File: src/rtl/alu_bus_pkg.sv
// Shared definitions for the 8-bit serial-operand ALU bus: op codes, host FSM states
// and per-operation byte counts.
package alu_bus_pkg;

    localparam logic [1:0] ALU_ADD = 2'b00;
    localparam logic [1:0] ALU_SUB = 2'b01;
    localparam logic [1:0] ALU_MUL = 2'b10;
    localparam logic [1:0] ALU_DIV = 2'b11;

    typedef enum logic [2:0] {
        IDLE,
        START,
        SEND0,
        SEND1,
        SEND2,
        WAIT,
        RECV1,
        RESP
    } host_state_t;

    // Division carries a 16-bit dividend, so it needs one extra operand byte.
    function automatic logic [1:0] n_operand_bytes(input logic [1:0] op);
        return (op == ALU_DIV) ? 2'd3 : 2'd2;
    endfunction

    // Multiply and divide return a second result byte the cycle after END.
    function automatic logic [1:0] n_result_bytes(input logic [1:0] op);
        return (op == ALU_MUL || op == ALU_DIV) ? 2'd2 : 2'd1;
    endfunction

endpackage

File: src/rtl/alu_host_watchdog.sv
// Wait-phase watchdog: up-counter with clear and enable, flagging the last allowed cycle.
module alu_host_watchdog #(
    parameter int LIMIT = 64,
    parameter int TW    = $clog2(LIMIT + 1)
) (
    input  logic clk,
    input  logic reset,
    input  logic clear,
    input  logic enable,
    output logic expired
);

    logic [TW-1:0] count_reg;

    always_ff @(posedge clk or negedge reset) begin
        if (!reset) begin
            count_reg <= '0;
        end else if (clear) begin
            count_reg <= '0;
        end else if (enable) begin
            count_reg <= count_reg + 1'b1;
        end
    end

    assign expired = (count_reg == TW'(LIMIT - 1));

endmodule

File: src/rtl/alu_host_driver.sv
// Host-side initiator for the serial-operand ALU bus: takes one request, serialises the
// operands onto inbus, collects the result bytes and returns a single 16-bit response.
module alu_host_driver
    import alu_bus_pkg::*;
#(
    parameter int TIMEOUT_CYCLES = 64,
    parameter int TW             = $clog2(TIMEOUT_CYCLES + 1)
) (
    input  logic        clk,
    input  logic        reset,
    input  logic        req_valid,
    output logic        req_ready,
    input  logic [1:0]  req_op,
    input  logic [15:0] req_a,
    input  logic [7:0]  req_b,
    output logic        rsp_valid,
    input  logic        rsp_ready,
    output logic [15:0] rsp_data,
    output logic        rsp_err,
    output logic        BEGIN,
    output logic [1:0]  op_code,
    output logic [7:0]  inbus,
    input  logic [7:0]  outbus,
    input  logic        END
);

    host_state_t state_reg, state_next;

    logic [1:0]  op_reg;
    logic [15:0] a_reg;
    logic [7:0]  b_reg;
    logic [7:0]  byte0_reg;
    logic        proto_err_reg;

    logic        req_ready_reg;
    logic        rsp_valid_reg;
    logic [15:0] rsp_data_reg, rsp_data_next;
    logic        rsp_err_reg, rsp_err_next;
    logic        begin_reg;
    logic [1:0]  op_code_reg, op_code_next;
    logic [7:0]  inbus_reg, inbus_next;

    logic        wd_expired;
    logic        in_send;

    alu_host_watchdog #(
        .LIMIT (TIMEOUT_CYCLES),
        .TW    (TW)
    ) u_watchdog (
        .clk     (clk),
        .reset   (reset),
        .clear   (state_reg != WAIT),
        .enable  (state_reg == WAIT),
        .expired (wd_expired)
    );

    assign in_send = (state_reg == START) || (state_reg == SEND0) ||
                     (state_reg == SEND1) || (state_reg == SEND2);

    always_comb begin
        state_next    = state_reg;
        rsp_data_next = rsp_data_reg;
        rsp_err_next  = rsp_err_reg;
        unique case (state_reg)
            IDLE:  if (req_valid && req_ready_reg) state_next = START;
            START: state_next = SEND0;
            SEND0: state_next = SEND1;
            SEND1: state_next = (n_operand_bytes(op_reg) == 2'd3) ? SEND2 : WAIT;
            SEND2: state_next = WAIT;
            WAIT: begin
                // A real END wins over an expiring watchdog in the same cycle.
                if (END) begin
                    if (n_result_bytes(op_reg) == 2'd1) begin
                        state_next    = RESP;
                        rsp_data_next = {8'h00, outbus};
                        rsp_err_next  = proto_err_reg;
                    end else begin
                        state_next = RECV1;
                    end
                end else if (wd_expired) begin
                    state_next    = RESP;
                    rsp_data_next = 16'h0000;
                    rsp_err_next  = 1'b1;
                end
            end
            RECV1: begin
                state_next    = RESP;
                rsp_data_next = {byte0_reg, outbus};
                rsp_err_next  = proto_err_reg;
            end
            RESP: begin
                if (rsp_ready) begin
                    state_next   = IDLE;
                    rsp_err_next = 1'b0;
                end
            end
            default: state_next = IDLE;
        endcase
    end

    // Outputs are decoded from the next state so they line up with the state they describe.
    always_comb begin
        inbus_next = 8'h00;
        case (state_next)
            SEND0:   inbus_next = (op_reg == ALU_DIV) ? a_reg[15:8] : a_reg[7:0];
            SEND1:   inbus_next = (op_reg == ALU_DIV) ? a_reg[7:0]  : b_reg;
            SEND2:   inbus_next = b_reg;
            default: inbus_next = 8'h00;
        endcase
        if (state_next == IDLE) begin
            op_code_next = ALU_ADD;
        end else if (state_reg == IDLE) begin
            op_code_next = req_op;
        end else begin
            op_code_next = op_reg;
        end
    end

    always_ff @(posedge clk or negedge reset) begin
        if (!reset) begin
            state_reg     <= IDLE;
            op_reg        <= ALU_ADD;
            a_reg         <= 16'h0000;
            b_reg         <= 8'h00;
            byte0_reg     <= 8'h00;
            proto_err_reg <= 1'b0;
            req_ready_reg <= 1'b1;
            rsp_valid_reg <= 1'b0;
            rsp_data_reg  <= 16'h0000;
            rsp_err_reg   <= 1'b0;
            begin_reg     <= 1'b0;
            op_code_reg   <= ALU_ADD;
            inbus_reg     <= 8'h00;
        end else begin
            state_reg <= state_next;
            if (state_reg == IDLE && req_valid && req_ready_reg) begin
                op_reg <= req_op;
                a_reg  <= req_a;
                b_reg  <= req_b;
            end
            if (state_reg == WAIT && END) begin
                byte0_reg <= outbus;
            end
            if (in_send && END) begin
                proto_err_reg <= 1'b1;
            end else if (state_reg == RESP && rsp_ready) begin
                proto_err_reg <= 1'b0;
            end
            req_ready_reg <= (state_next == IDLE);
            rsp_valid_reg <= (state_next == RESP);
            rsp_data_reg  <= rsp_data_next;
            rsp_err_reg   <= rsp_err_next;
            begin_reg     <= (state_next == START);
            op_code_reg   <= op_code_next;
            inbus_reg     <= inbus_next;
        end
    end

    assign req_ready = req_ready_reg;
    assign rsp_valid = rsp_valid_reg;
    assign rsp_data  = rsp_data_reg;
    assign rsp_err   = rsp_err_reg;
    assign BEGIN     = begin_reg;
    assign op_code   = op_code_reg;
    assign inbus     = inbus_reg;

endmodule

File: config.mk
export PLATFORM = sky130hd
export DESIGN_NAME = alu_host_driver
export DESIGN_NICKNAME = d
export VERILOG_FILES = /design/src/rtl/alu_bus_pkg.sv /design/src/rtl/alu_host_watchdog.sv /design/src/rtl/alu_host_driver.sv
export SDC_FILE = /design/constraint.sdc
export NUM_CORES = 1
export LEC_CHECK = 0
export ABC_CLOCK_PERIOD_IN_PS = 2810
export CAP_MARGIN = 15
export CORE_AREA = 2 2 84 86
export CTS_CLUSTER_SIZE = 10
export DETAILED_ROUTE_END_ITERATION = 7
export DIE_AREA = 0 0 86 88
export DONT_BUFFER_PORTS = 1
export GPL_ROUTABILITY_DRIVEN = 0
export GPL_TIMING_DRIVEN = 0
export SETUP_SLACK_MARGIN = 0.2
export SYNTH_ARGS = -nofsm -noshare
export SYNTH_HDL_FRONTEND = slang
export SYNTH_SLANG_ARGS = --single-unit
File: constraint.sdc
create_clock -name clk -period 2.81 [get_ports clk]
set_input_delay 0.1405 -clock clk [delete_from_list [all_inputs] [get_ports clk]]
set_output_delay 0.1405 -clock clk [all_outputs]
set_load 0.02 [all_outputs]
* Word-level counts from Yosys, hierarchy flattened
Index checks and enable logic that the tools add are counted.
Widths: inputs -> output; s select.
** Cells by class
- Bitwise gates (word level) :: 0
- Muxes and demuxes :: 27
- Div/mod/pow operators :: 0
- Reduce and logical (&&, ||, !) cells :: 18
- Shift-type cells :: 0
- Add/subtract/negate cells :: 1
- Multipliers :: 0
- Equal/unequal tests :: 21
- $lt $le $gt $ge :: 0
** Operator list (count)
- $mux 16 :: 3
- $pmux 16 s2 :: 1
- $pmux 3 s8 :: 1
- $pmux 8 s3 :: 1
- $eq 3x3->1 const B :: 6
- $mux 8 :: 2
- $mux 7 :: 2
- $eq 3x2->1 const B :: 4
- $mux 3 :: 4
- $mux 1 :: 9
- $ne 3x3->1 const B :: 3
- $add 7x1->7 const B :: 1
- $eq 7x6->1 const B :: 1
- $eq 2x2->1 const B :: 3
- $eq 3x1->1 const B :: 2
- $logic_and 1x1->1 :: 6
- $logic_not 3->1 :: 2
- $mux 2 :: 3
- $reduce_bool 2->1 :: 3
- $logic_or 1x1->1 :: 4
- $reduce_and 4->1 :: 1
- $pmux 1 s3 :: 1
- $reduce_and 3->1 :: 1
- $reduce_bool 3->1 :: 1
- other kinds (2) :: 2
** Word-level totals
- Word-level logic and storage cells :: 81
- Memories kept :: 0
- Bits in registers :: 75
- Bits in read-only memories :: 0
- Input port bits :: 39
- Output and inout bits :: 30
- Bits in writable memories :: 0
- Bits in latches :: 0

* Depth between registers and ports, before layout
- Word-level depth :: 9
- Mapped depth :: 7
- Gate-level depth less buffers :: 5

* Hierarchy
Synthesis repeated with hierarchy kept, for this count alone.
** Second synthesis, totals
- Cells, all modules :: 255
- Area, all modules :: 3041.7 µm²
** Modules (own cells, without submodules)
- alu_host_driver :: seq. area each 1702.9 µm², area each 2717.6 µm², instances 1, cells an instance 225
- alu_host_watchdog :: seq. area each 175.2 µm², area each 324.1 µm², instances 1, cells an instance 30

* Worst setup path before layout
Ideal clock, no wire load.
- Path kind :: reg-to-reg
- Start :: register u_watchdog.count_reg[0]
- End :: register inbus_reg[0], in the netlist inbus[0]
- Stages on the path, launching flop included :: 6
- Buffers on the path :: 0
- Data arrival time :: 1716 ps
- Data required time :: 2744 ps
- Setup slack :: 1028 ps
- Library setup time :: 66 ps
- Cell sequence :: dfrtp_1 ha_1 and4_1 a211o_1 a211oi_4 a221o_1
** On the way
- Word-level cells in the longest chain between the ends :: 6
** RTL lines
- from (decl) :: RTL line alu_host_watchdog.sv:13 : logic [TW-1:0] count_reg;
- from (signal assigned) :: RTL line alu_host_watchdog.sv:21 : count_reg <= count_reg + 1'b1;
- $eq 7x6->1 * :: RTL line alu_host_watchdog.sv:25 : assign expired = (count_reg == TW'(LIMIT - 1));
- $mux 3 * :: RTL line alu_host_driver.sv:80 : end else if (wd_expired) begin
- $mux 3 * :: RTL line alu_host_driver.sv:72 : if (END) begin
- $pmux 3 s8 * :: RTL line alu_host_driver.sv:64 : unique case (state_reg)
- $eq 3x3->1 / $eq 3x2->1 (equally long branches) :: RTL line alu_host_driver.sv:104 : case (state_next)
- $pmux 8 s3 * :: RTL line alu_host_driver.sv:104
- via inbus_next[0] :: RTL line alu_host_driver.sv:41 : logic [7:0] inbus_reg, inbus_next;
- to (signal assigned) :: RTL line alu_host_driver.sv:155 : inbus_reg <= inbus_next;
- to (decl) :: RTL line alu_host_driver.sv:41
The timed path passes the listed nets; every way through them passes the cells marked *.
A chain may end at the register's enable or synchronous reset.

* Worst setup path in the final report
- Start :: register u_watchdog.count_reg[0]
- End :: register rsp_data_reg[7], in the netlist rsp_data[7]
** On the way
- Word-level cells in the longest chain between the ends :: 3
** RTL lines
- $eq 7x6->1 :: RTL line alu_host_watchdog.sv:25
- $ne 3x3->1 (no line)
- $reduce_and 3->1 (no line)
- to (signal assigned) :: RTL line alu_host_driver.sv:151 : rsp_data_reg <= rsp_data_next;
- to (decl) :: RTL line alu_host_driver.sv:37 : logic [15:0] rsp_data_reg, rsp_data_next;
No other way between the ends.

==> metrics <==
run status=complete, no violations; FMAX=482.5 MHz; Max H-tree Level=3; Core ar.=6644 sq um; gr ovfl total=0; Rel. slew slack=56.67%; fin nets=337; PortBufs=0; vias in the first global route=2127; Initial DRC Count=107; via count=2068; dpl cell area=3311 sq um; # IOs=69; chip height=88 um; CP Launch Type=flip-flop; initial core utilization=48.32%; wire per inst=16.96 um; Max Cap Viol=0; final setup vio count=0; worst r2r src=u_watchdog.count_reg[0]; Static Leak=1.894 nW; crit path max fanout=10; CTS sink cnt=75; share of layout cells above drive strength 1=13.25%; Final period util=73.75%; CTS buffer count=9; final worst setup slack=0.7377 ns; CP Launch Point=u_watchdog.count_reg[0]; Diodes inserted=0; Synth Instances=250; Total GRT Usage=18.21%; CP required=3.07 ns; Seq. cell area=1878 sq um; Worst Path Arrival=2.34 ns; maximum VDD drop=0.0004369 V; sequential area share after synthesis=58.50%; area delta synth->final=21.40%; Crit. End Element=flip-flop; post-route cell area=3897 sq um; Layout fillers=561; number of distinct library cells after synthesis=48; Multi-input gate area=1215 sq um; RSZ-0062 raised after global routing=no; FP Rows=30; worst-margin pin slew=0.6476 ns; drt total wl=6480 um; Clock Path Buffers=2; clk_lat worst skew=0.35 ns; Final Skew=0.01530 ns; critical path type=flip-flop to flip-flop; antenna violations before repair=0; hpwl dp=4161 um; Post-synth top flop=dfrtp_1; global-route wire length before repair=10510 um; Pre-antenna DRT Iters=4; Fin Setup TNS=0 ns; Final Hold Fails=0; Die ar.=7568 sq um; Synthesized Nets=290; root buffer cell=clkbuf_8; Die W=86 um; drc violations=0; Post-Syn Area=3211 sq um; largest net degree at the start of global routing=76; EDFF count, synth=0; Synth Warn #=0; Resize count post-CTS=0; post-route ant nets=0; syn avg cell area=12.84 sq um; min Tclk post-route=2.072 ns; Seq cells post-synth=75; FFs w/ async S/R, synth=100.0%; Slew Limit Fails=0; Via density=5.414; hold_sp=req_op[0]; HP Class=input pin to flip-flop; pre-CTS setup slack=0.7493 ns; TritonCTS clock tree=built; Power per Cell Area=1000 nW/um^2; Clk pin slew, worst setup/hold paths=0.08 ns
## logic make-up after synthesis
family	after synthesis	share of synthesized area (%)
compound gates	48	12.59
simple gates	54	8.652
xor+xnor	3	0.8185
flops	75	58.50
buf+inv	24	3.663
fa+ha+maj	1	0.3896
mux	45	15.39
## layout make-up
cell class / count / area share [%]
Clock inverter: 6 / 1.830
Buffer: 12 / 1.862
Inverter: 12 / 1.156
Clock buffer: 10 / 3.531
Tap cell: 80 / 2.568
Timing Repair Buffer: 36 / 9.695
Sequential cell: 75 / 48.19
Multi-Input combinational cell: 151 / 31.17
## report_power, final
group / leakage [nW] / switching [mW] / internal [mW] / total (mW)
combinational: 0.805 / 0.582 / 0.533 / 1.11
sequential: 0.990 / 0.439 / 1.49 / 1.93
clock: 0.0995 / 0.414 / 0.442 / 0.856
total: 1.89 / 1.43 / 2.46 / 3.90
## cells in the final DEF, fill, tap and decap left out, types with 2 or more instances in the layout
cell type and n:
dfrtp_1 74, dlygate4sd3_1 35, mux2_1 30, nand2_1 23, a22o_1 17, inv_1 11, mux2i_1 10, clkbuf_8 10
nor2_1 8, a221o_1 8, mux2_2 5, buf_2 4, a21oi_1 4, and3_1 4, buf_4 4, o21ai_0 3
a31oi_1 3, nand2b_1 3, nand3_1 2, xor2_1 2, a211oi_1 2, and4_1 2, a21oi_2 2, buf_1 2
a22oi_1 2, inv_6 2, clkinvlp_4 2
## metal layers
metal | GRT usage (%) | part of all wire (%) | vias up
met5 | 0 | 0 | -
met3 | 4.430 | 5.7 | 10
met4 | 8.658 | 1.7 | 0
met2 | 28.89 | 48 | 61
met1 | 23.67 | 45 | 1008
li1 | - | - | 989
## repair_timing
item / CTS / global route
endpoints found under the hold margin: 117 / 0
endpoints found under the setup margin: 0 / 0
buffers inserted: 0 / 0
hold buffers: 36 / 0
## synthesized netlist by cell type, types with 2 or more instances
library cell | count | area (sq um)
dfrtp_1 | 74 | 1852
mux2_1 | 30 | 337.8
nand2_1 | 23 | 86.33
a22o_1 | 17 | 148.9
inv_1 | 11 | 41.29
mux2i_1 | 10 | 100.1
a221o_1 | 8 | 80.08
nor2_1 | 8 | 30.03
mux2_2 | 5 | 56.30
a21oi_1 | 4 | 20.02
and3_1 | 4 | 25.02
buf_2 | 4 | 20.02
buf_4 | 4 | 30.03
a31oi_1 | 3 | 18.77
nand2b_1 | 3 | 18.77
o21ai_0 | 3 | 15.01
a211oi_1 | 2 | 15.01
a21oi_2 | 2 | 17.52
a22oi_1 | 2 | 15.01
and4_1 | 2 | 17.52
buf_1 | 2 | 7.510
nand3_1 | 2 | 10.01
xor2_1 | 2 | 17.52
## final timing paths
| path | cells past startpoint | to | slack, ns |
|---|---|---|---|
| min | 2 | op_code[0] | 0.04 |
| max in group asynchronous | 2 | req_ready | 2.10 |
| min in group asynchronous | 2 | byte0_reg[5] | 0.35 |
| max | 6 | rsp_data[7] | 0.74 |
| min reg2reg | 1 | a_reg[15] | 0.49 |
| max reg2reg | 6 | rsp_data[7] | 0.74 |
## through the flow
step	util (%)	cells	power, mW	hold slack (ns)
2_1_floorplan	-	250	2.737	-0.1551
3_3_place_gp	49.83	330	2.966	-0.1526
3_5_place_dp	49.83	330	3.004	-0.1521
4_1_cts	58.66	382	3.934	0.01830
5_1_grt	58.66	382	4.139	0.04506
6_report	58.66	382	3.898	0.03574
## worst max-delay path, stage by stage, from the launching register on
cell	delay (ns)
dfrtp_1	0.41
ha_1	0.24
and4_1	0.27
a21o_1	0.23
o22ai_2	0.32
buf_4	0.29
mux2i_1	0.22
(Power assumes the default switching activity.)
